## src/rtl/pc_gen_unit_if.sv

```systemverilog
// Fetch-side handshake between the IF stage controller and pc_gen_unit.
// Redirect sources, stall and the generated PC/status all travel on this bundle.
interface pc_gen_if #(
  parameter int unsigned XLEN    = 32,
  parameter int unsigned NUM_SRC = 4
);
  logic                      stall;
  logic [NUM_SRC-1:0]        redirect_valid;
  logic [NUM_SRC*XLEN-1:0]   redirect_target;
  logic [XLEN-1:0]           pc;
  logic [XLEN-1:0]           pc_plus_4;
  logic                      pc_valid;
  logic                      redirect_taken;
  logic                      misalign_err;
  logic [XLEN-1:0]           misalign_addr;

  // Requester side: drives stall and redirect requests, observes the PC.
  modport master (
    output stall, redirect_valid, redirect_target,
    input  pc, pc_plus_4, pc_valid, redirect_taken, misalign_err, misalign_addr
  );

  // PC generator side.
  modport slave (
    input  stall, redirect_valid, redirect_target,
    output pc, pc_plus_4, pc_valid, redirect_taken, misalign_err, misalign_addr
  );
endinterface

```

## src/rtl/pc_gen_unit.sv

```systemverilog
// Program-counter generator for the IF stage.
// Selects next PC from sequential +4 or the highest-priority redirect source
// (index 0 wins), aligns redirect targets and flags misaligned ones, and pulses
// redirect_taken for one cycle so IF can flush.
// Optional build macro PC_REDIRECT_HOLD_EN: redirects seen under stall are
// parked in a single pending slot and applied when the stall releases,
// instead of overriding the stall.
module pc_gen_unit #(
  parameter int unsigned     XLEN         = 32,
  parameter int unsigned     NUM_SRC      = 4,
  parameter logic [XLEN-1:0] RESET_VECTOR = '0,
  parameter int unsigned     IALIGN       = 32
) (
  input logic     clk,
  input logic     rst_n,
  pc_gen_if.slave bus
);

  localparam logic [XLEN-1:0] ALIGN_MASK = (IALIGN == 16) ? XLEN'(1) : XLEN'(3);
  localparam logic [XLEN-1:0] PC_STEP    = XLEN'(4);

  // Registered state
  logic [XLEN-1:0] pc_q;
  logic            pc_valid_q;
  logic            taken_q;
  logic            mis_q;
  logic [XLEN-1:0] mis_addr_q;

  // Next-state values
  logic [XLEN-1:0] pc_d;
  logic            taken_d;
  logic            mis_d;
  logic [XLEN-1:0] mis_addr_d;

  // Winning redirect source for this cycle
  logic            sel_found;
  logic [XLEN-1:0] sel_target;
  logic [XLEN-1:0] sel_aligned;
  logic            sel_misaligned;

`ifdef PC_REDIRECT_HOLD_EN
  localparam int unsigned IDX_W = (NUM_SRC > 1) ? $clog2(NUM_SRC) : 1;

  logic [IDX_W-1:0] sel_idx;
  logic             new_wins;

  logic             pend_valid_q;
  logic [XLEN-1:0]  pend_target_q;
  logic [IDX_W-1:0] pend_idx_q;
  logic             pend_valid_d;
  logic [XLEN-1:0]  pend_target_d;
  logic [IDX_W-1:0] pend_idx_d;
`endif

  // Priority pick: lowest set index wins; other targets are never examined.
  always_comb begin
    sel_found  = 1'b0;
    sel_target = '0;
`ifdef PC_REDIRECT_HOLD_EN
    sel_idx    = '0;
`endif
    for (int unsigned i = 0; i < NUM_SRC; i++) begin
      if (bus.redirect_valid[i] && !sel_found) begin
        sel_found  = 1'b1;
        sel_target = bus.redirect_target[i*XLEN +: XLEN];
`ifdef PC_REDIRECT_HOLD_EN
        sel_idx    = IDX_W'(i);
`endif
      end
    end
  end

  assign sel_misaligned = |(sel_target & ALIGN_MASK);
  assign sel_aligned    = sel_target & ~ALIGN_MASK;

`ifdef PC_REDIRECT_HOLD_EN
  // A fresh request displaces the pending one only at equal or higher priority.
  assign new_wins = sel_found && (!pend_valid_q || (sel_idx <= pend_idx_q));
`endif

  // Next-PC selection and status pulses; nothing moves until pc_valid is up.
  always_comb begin
    pc_d       = pc_q;
    taken_d    = 1'b0;
    mis_d      = 1'b0;
    mis_addr_d = mis_addr_q;
`ifdef PC_REDIRECT_HOLD_EN
    pend_valid_d  = pend_valid_q;
    pend_target_d = pend_target_q;
    pend_idx_d    = pend_idx_q;
`endif
    if (pc_valid_q) begin
`ifdef PC_REDIRECT_HOLD_EN
      // Alignment is judged when a request is accepted (latched or loaded),
      // so a pending target is already aligned when it finally reaches pc.
      if (bus.stall) begin
        if (new_wins) begin
          pend_valid_d  = 1'b1;
          pend_target_d = sel_aligned;
          pend_idx_d    = sel_idx;
          if (sel_misaligned) begin
            mis_d      = 1'b1;
            mis_addr_d = sel_target;
          end
        end
      end else if (new_wins) begin
        pc_d         = sel_aligned;
        taken_d      = 1'b1;
        pend_valid_d = 1'b0;
        if (sel_misaligned) begin
          mis_d      = 1'b1;
          mis_addr_d = sel_target;
        end
      end else if (pend_valid_q) begin
        pc_d         = pend_target_q;
        taken_d      = 1'b1;
        pend_valid_d = 1'b0;
      end else begin
        pc_d = pc_q + PC_STEP;
      end
`else
      if (sel_found) begin
        pc_d    = sel_aligned;
        taken_d = 1'b1;
        if (sel_misaligned) begin
          mis_d      = 1'b1;
          mis_addr_d = sel_target;
        end
      end else if (!bus.stall) begin
        pc_d = pc_q + PC_STEP;
      end
`endif
    end
  end

  // State register with synchronous active-low reset.
  always_ff @(posedge clk) begin
    if (!rst_n) begin
      pc_q       <= RESET_VECTOR;
      pc_valid_q <= 1'b0;
      taken_q    <= 1'b0;
      mis_q      <= 1'b0;
      mis_addr_q <= '0;
    end else begin
      pc_q       <= pc_d;
      pc_valid_q <= 1'b1;
      taken_q    <= taken_d;
      mis_q      <= mis_d;
      mis_addr_q <= mis_addr_d;
    end
  end

`ifdef PC_REDIRECT_HOLD_EN
  // Pending redirect slot, cleared on reset and whenever it is consumed.
  always_ff @(posedge clk) begin
    if (!rst_n) begin
      pend_valid_q  <= 1'b0;
      pend_target_q <= '0;
      pend_idx_q    <= '0;
    end else begin
      pend_valid_q  <= pend_valid_d;
      pend_target_q <= pend_target_d;
      pend_idx_q    <= pend_idx_d;
    end
  end
`endif

  assign bus.pc             = pc_q;
  assign bus.pc_plus_4      = pc_q + PC_STEP;
  assign bus.pc_valid       = pc_valid_q;
  assign bus.redirect_taken = taken_q;
  assign bus.misalign_err   = mis_q;
  assign bus.misalign_addr  = mis_addr_q;

endmodule

```

## src/flat_wrapper.sv

```systemverilog
// flat-port wrapper written by rule: the top's interface ports become plain ports
module pc_gen_unit_flat 
#(
  parameter int unsigned     XLEN         = 32,
  parameter int unsigned     NUM_SRC      = 4,
  parameter logic [XLEN-1:0] RESET_VECTOR = '0,
  parameter int unsigned     IALIGN       = 32
)
  (clk, rst_n, bus_stall, bus_redirect_valid, bus_redirect_target, bus_pc, bus_pc_plus_4, bus_pc_valid, bus_redirect_taken, bus_misalign_err, bus_misalign_addr);
  pc_gen_if #(.XLEN(XLEN), .NUM_SRC(NUM_SRC)) bus_i ();
  input logic clk;
  input logic rst_n;
  input wire logic [$bits(bus_i.stall)-1:0] bus_stall;
  input wire logic [$bits(bus_i.redirect_valid)-1:0] bus_redirect_valid;
  input wire logic [$bits(bus_i.redirect_target)-1:0] bus_redirect_target;
  output wire logic [$bits(bus_i.pc)-1:0] bus_pc;
  output wire logic [$bits(bus_i.pc_plus_4)-1:0] bus_pc_plus_4;
  output wire logic [$bits(bus_i.pc_valid)-1:0] bus_pc_valid;
  output wire logic [$bits(bus_i.redirect_taken)-1:0] bus_redirect_taken;
  output wire logic [$bits(bus_i.misalign_err)-1:0] bus_misalign_err;
  output wire logic [$bits(bus_i.misalign_addr)-1:0] bus_misalign_addr;
  assign bus_i.stall = bus_stall;
  assign bus_i.redirect_valid = bus_redirect_valid;
  assign bus_i.redirect_target = bus_redirect_target;
  assign bus_pc = bus_i.pc;
  assign bus_pc_plus_4 = bus_i.pc_plus_4;
  assign bus_pc_valid = bus_i.pc_valid;
  assign bus_redirect_taken = bus_i.redirect_taken;
  assign bus_misalign_err = bus_i.misalign_err;
  assign bus_misalign_addr = bus_i.misalign_addr;
  pc_gen_unit #(.XLEN(XLEN), .NUM_SRC(NUM_SRC), .RESET_VECTOR(RESET_VECTOR), .IALIGN(IALIGN)) u_core (.clk(clk), .rst_n(rst_n), .bus(bus_i));
endmodule
```

## config.mk

```make
export PLATFORM = sky130hd
export DESIGN_NAME = pc_gen_unit_flat
export DESIGN_NICKNAME = d
export VERILOG_FILES = /design/src/rtl/pc_gen_unit_if.sv /design/src/rtl/pc_gen_unit.sv /design/src/flat_wrapper.sv
export SDC_FILE = /design/constraint.sdc
export NUM_CORES = 1
export LEC_CHECK = 0
export CAP_MARGIN = 5
export CORE_MARGIN = 4
export CORE_UTILIZATION = 32
export CTS_CLUSTER_SIZE = 8
export DETAILED_ROUTE_END_ITERATION = 8
export PLACE_DENSITY = 0.74
export RECOVER_POWER = 50
export SYNTH_ARGS = -nofsm -noshare
export SYNTH_HDL_FRONTEND = slang
export SYNTH_SLANG_ARGS = --single-unit
```

## constraint.sdc

```tcl
create_clock -name clk -period 5.3 [get_ports clk]
set_clock_uncertainty 0.05 [all_clocks]
set_input_delay 0.53 -clock clk [delete_from_list [all_inputs] [get_ports clk]]
set_output_delay 0.53 -clock clk [all_outputs]
set_load 0.1 [all_outputs]
```

Word-level counts from Yosys, hierarchy flattened --
Index checks and enable logic that the tools add are counted.
Word-level totals: output and inout port bits 99, input bits 135, register bits 67
Cells by class: reductions and logical operators 11, $add $sub $neg 1, multiplexer cells 13, equal/unequal tests 1
Operators with widths (number):
- $mux W32 | 6
- $add A32 B3 Y32 const B | 1
- $mux W1 | 7
- $reduce_and A3 Y1 | 2
- $reduce_and A2 Y1 | 2
- $logic_and A1 B1 Y1 | 3
- $logic_not A1 Y1 | 3
- $ne A2 B1 Y1 const B | 1
- $reduce_or A2 Y1 | 1

Depth between registers and ports, before layout --
word-level depth 12, gate-level depth with buffers 8, mapped depth without buffers 6

Least setup slack after synthesis --
No wires, ideal clock.
path type register to output, start point register u_core.pc_q[15] (netlist: u_core.bus.pc[15]), end point output bus_pc_plus_4[22], arrival time 3.773 ns, setup slack 0.947 ns, buffers on the path 0, stages on the path, launching flop included 6, cells stage by stage dfxtp_1 -> and4_4 -> nand2_2 -> nor3_1 -> nand3_1 -> xnor2_1
On the way: cells in the longest elaborated chain, start to end 1
RTL lines:
- from (decl) | line pc_gen_unit.sv:23 | logic [XLEN-1:0] pc_q;
- from (signal assigned) | line pc_gen_unit.sv:145 | pc_q <= pc_d;
- $add A32 B3 Y32 | line pc_gen_unit.sv:169 | assign bus.pc_plus_4 = pc_q + PC_STEP;
- to (decl) | line flat_wrapper.sv:17 | output wire logic [$bits(bus_i.pc_plus_4)-1:0] bus_pc_plus_4;
Every way passes these cells.

Worst setup path after layout --
start point input bus_redirect_valid[0], end point register u_core.pc_q[16] (netlist: u_core.bus.pc[16])
On the way: cells in the longest elaborated chain, start to end 12
RTL lines:
- from (decl) | line flat_wrapper.sv:14 | input wire logic [$bits(bus_i.redirect_valid)-1:0] bus_redirect_valid;
- $mux W1 | line pc_gen_unit.sv:63 | if (bus.redirect_valid[i] && !sel_found) begin
- $logic_not A1 Y1 | line pc_gen_unit.sv:63
- $logic_and A1 B1 Y1 | line pc_gen_unit.sv:63
- $mux W1 | line pc_gen_unit.sv:63
- $logic_not A1 Y1 | line pc_gen_unit.sv:63
- $logic_and A1 B1 Y1 | line pc_gen_unit.sv:63
- $mux W1 | line pc_gen_unit.sv:63
- $logic_not A1 Y1 | line pc_gen_unit.sv:63
- $logic_and A1 B1 Y1 | line pc_gen_unit.sv:63
- $mux W1 | line pc_gen_unit.sv:63
- $ne A2 B1 Y1 (no line)
- $reduce_and A2 Y1 (no line)
Several ways; a longest one is shown, not always the timed one. A chain may end at the register's enable or synchronous reset.

==> flow_summary.ini <==
[outcome]
status = complete, but fails checks
violations = max-capacitance violations, max-slew violations

[timing]
finalCritPeriodShare_pct = 82.11
finalSetupViolCount = 0
tightest_slew_ns = 2.711
tns_ns = 0
rsz0062_at_grt = false
max_slew_margin_pct = -80.71
finalCriticalPeriod_ns = 4.352
hold_viol_final = 0
maxSlewViolCount = 162
whs_ns = 0.4058
fmax_ghz = 0.2298

[logic_synthesis]
netlist_top_cells_count = 66 x nand2_1, 65 x dfxtp_1, 47 x o21ai_0, 36 x nor2_1, 33 x a22oi_1
yosys.area.top_type = dfxtp_1
ys_warn_count = 0
avgSynthCellArea_um2 = 7.557
yosysSeqAreaShare_pct = 30.00
synth.area.top_cells = dfxtp_1 30%, a22oi_1 5.7%, nand2_1 5.7%
synth_area_um2 = 4338
ys.flop_type = dfxtp_1
synthCells = 574
synth.most_common_cell = nand2_1
synth_top_area_share_pct = 30.00
synth-edff-count = 0
synth-seq-cells = 65
synthDistinctLibCells = 61
async_reset_ff_share_pct = 0

[routing]
viasPerCell = 5.629
firstDrtPassIters = 5
drc = 0
wl_per_cell_um = 19.27
routed_wirelength_um = 18230
ant_nets = 0
first_iter_violations = 579
via_count = 5325

[clocking]
htree_levels = 3
cts_tree = yes
clockRootBuffer = clkbuf_16
insertion_delay_ns = 0.33
holdBufCountCts = 0
cts_buffers = 9
clk_pin_slew_ns = 0.05
cts.sinks = 65
clockBufferDepth = 2
cts_resized = 0
postCtsSetupBuffers = 0

[final_layout]
fin_util_pct = 52.12
drive_above_1_share_pct = 3.896
antenna_cells = 0
area_growth_pct = 59.10
layout.nets = 904

[power]
ir_drop_mv = 0.1296
leakage_nw = 2.607
p_per_area_nw_per_um2 = 279.4

[setup_path]
cp.required_ns = 5.47
arrival_ns = 4.52
cp-end-kind = flop
critPathMaxFanout = 65
critPathKind = primary input to flop
start_kind = primary input
reg2reg_slack_ns = 2.96

[global_routing]
gr-total-overflow = 0
grt_use_total_pct = 22.41
grt_pass1_vias = 5230
grt_antenna_before_repair = 0
grt_pass1_wl_um = 28280
grt_max_degree = 66

[run]
cap_violations = 3

[floorplanning]
initial_core_util_pct = 32.76
dieArea_um2 = 15480
die_y_um = 124.4
die_w_um = 124.4
ioPinCount = 234
rows = 42
coreArea_um2 = 13240

[placement]
place_hpwl_um = 14100
gp_congestion = 0.8999
port_buffers = 229

[hold_path]
min_path_type = flop to flop
logic make-up (layout without fill, tap and decap cells):
family / count (synthesis) / after routing / synth area share [%]
mux: 7 / 7 / 1.673
xor+xnor: 28 / 28 / 5.653
compound gates: 188 / 188 / 29.48
buf+inv: 66 / 259 / 6.749
simple gates: 218 / 218 / 26.07
fa+ha+maj: 1 / 1 / 0.2884
other cells: 1 / 4 / 0.08645
flops: 65 / 65 / 30.00
where the power goes:
part	total [mW]	leakage, nW	internal (mW)	switching (mW)
clock	0.526	0.124	0.321	0.205
combinational	0.828	1.95	0.233	0.595
sequential	0.575	0.537	0.528	0.0461
registers in the layout (all words and copies together) (netlist names):
register and flops:
u_core.bus.misalign_err 1, u_core.bus.redirect_taken 1, u_core.bus.pc_valid 1, u_core.bus.misalign_addr 32
u_core.bus.pc 30
metrics by stage:
stage	cell area, um^2	setup slack [ns]	power (mW)	std cells
CTS	6929	1.223	1.951	946
floorplan	4349	0.9471	1.152	577
global placement	6678	1.704	1.418	933
global route	6902	0.5588	1.992	946
detailed placement	6678	1.595	1.426	933
finish	6902	0.9480	1.928	946
routing by layer:
layer | GRT usage, % | routed length [um] | vias up
met1 | 29.15 | 7818 | 2496
met2 | 35.85 | 8379 | 294
met4 | 8.704 | 508 | 0
met5 | 0 | 0 | -
met3 | 5.360 | 1524 | 31
li1 | - | - | 2504
final timing paths:
path | from | to | cells past startpoint
worst max-delay path | bus_redirect_valid[0] | u_core.bus.pc[16] | 7
worst min-delay path | u_core.bus.misalign_addr[16] | u_core.bus.misalign_addr[16] | 2
worst max register to register | u_core.bus.pc_valid | u_core.bus.misalign_addr[8] | 5
worst min register to register | u_core.bus.misalign_addr[16] | u_core.bus.misalign_addr[16] | 2
layout make-up:
cell class | count | area [um^2]
sequential | 65 | 1301
multi-input combinational | 446 | 2761
fill | 1280 | 6341
timing repair buffer | 238 | 2337
tap | 176 | 220.2
inverter | 8 | 30.03
clock inverter | 1 | 5.005
clock buffer | 12 | 246.5
layout by cell type, fill, tap and decap left out, types with 10 or more instances in the layout:
cell	count
xnor2_1	13
dlygate4sd3_1	67
xor2_1	15
nor3_1	15
nor4_1	10
dfxtp_1	65
a221o_1	10
clkdlybuf4s50_1	160
nand3_1	32
o21ai_0	47
a21oi_1	23
a22oi_1	33
a211oi_1	21
nand2_1	66
nor2_1	36
worst max-delay path: stages:
cell and delay (ns):
clkbuf_1 1.74, nor4b_1 0.22, clkbuf_1 0.70, a22oi_1 0.37, o21ai_0 0.31, nor2b_1 0.34, a211o_1 0.28
Power figures use the tool's default switching activity.
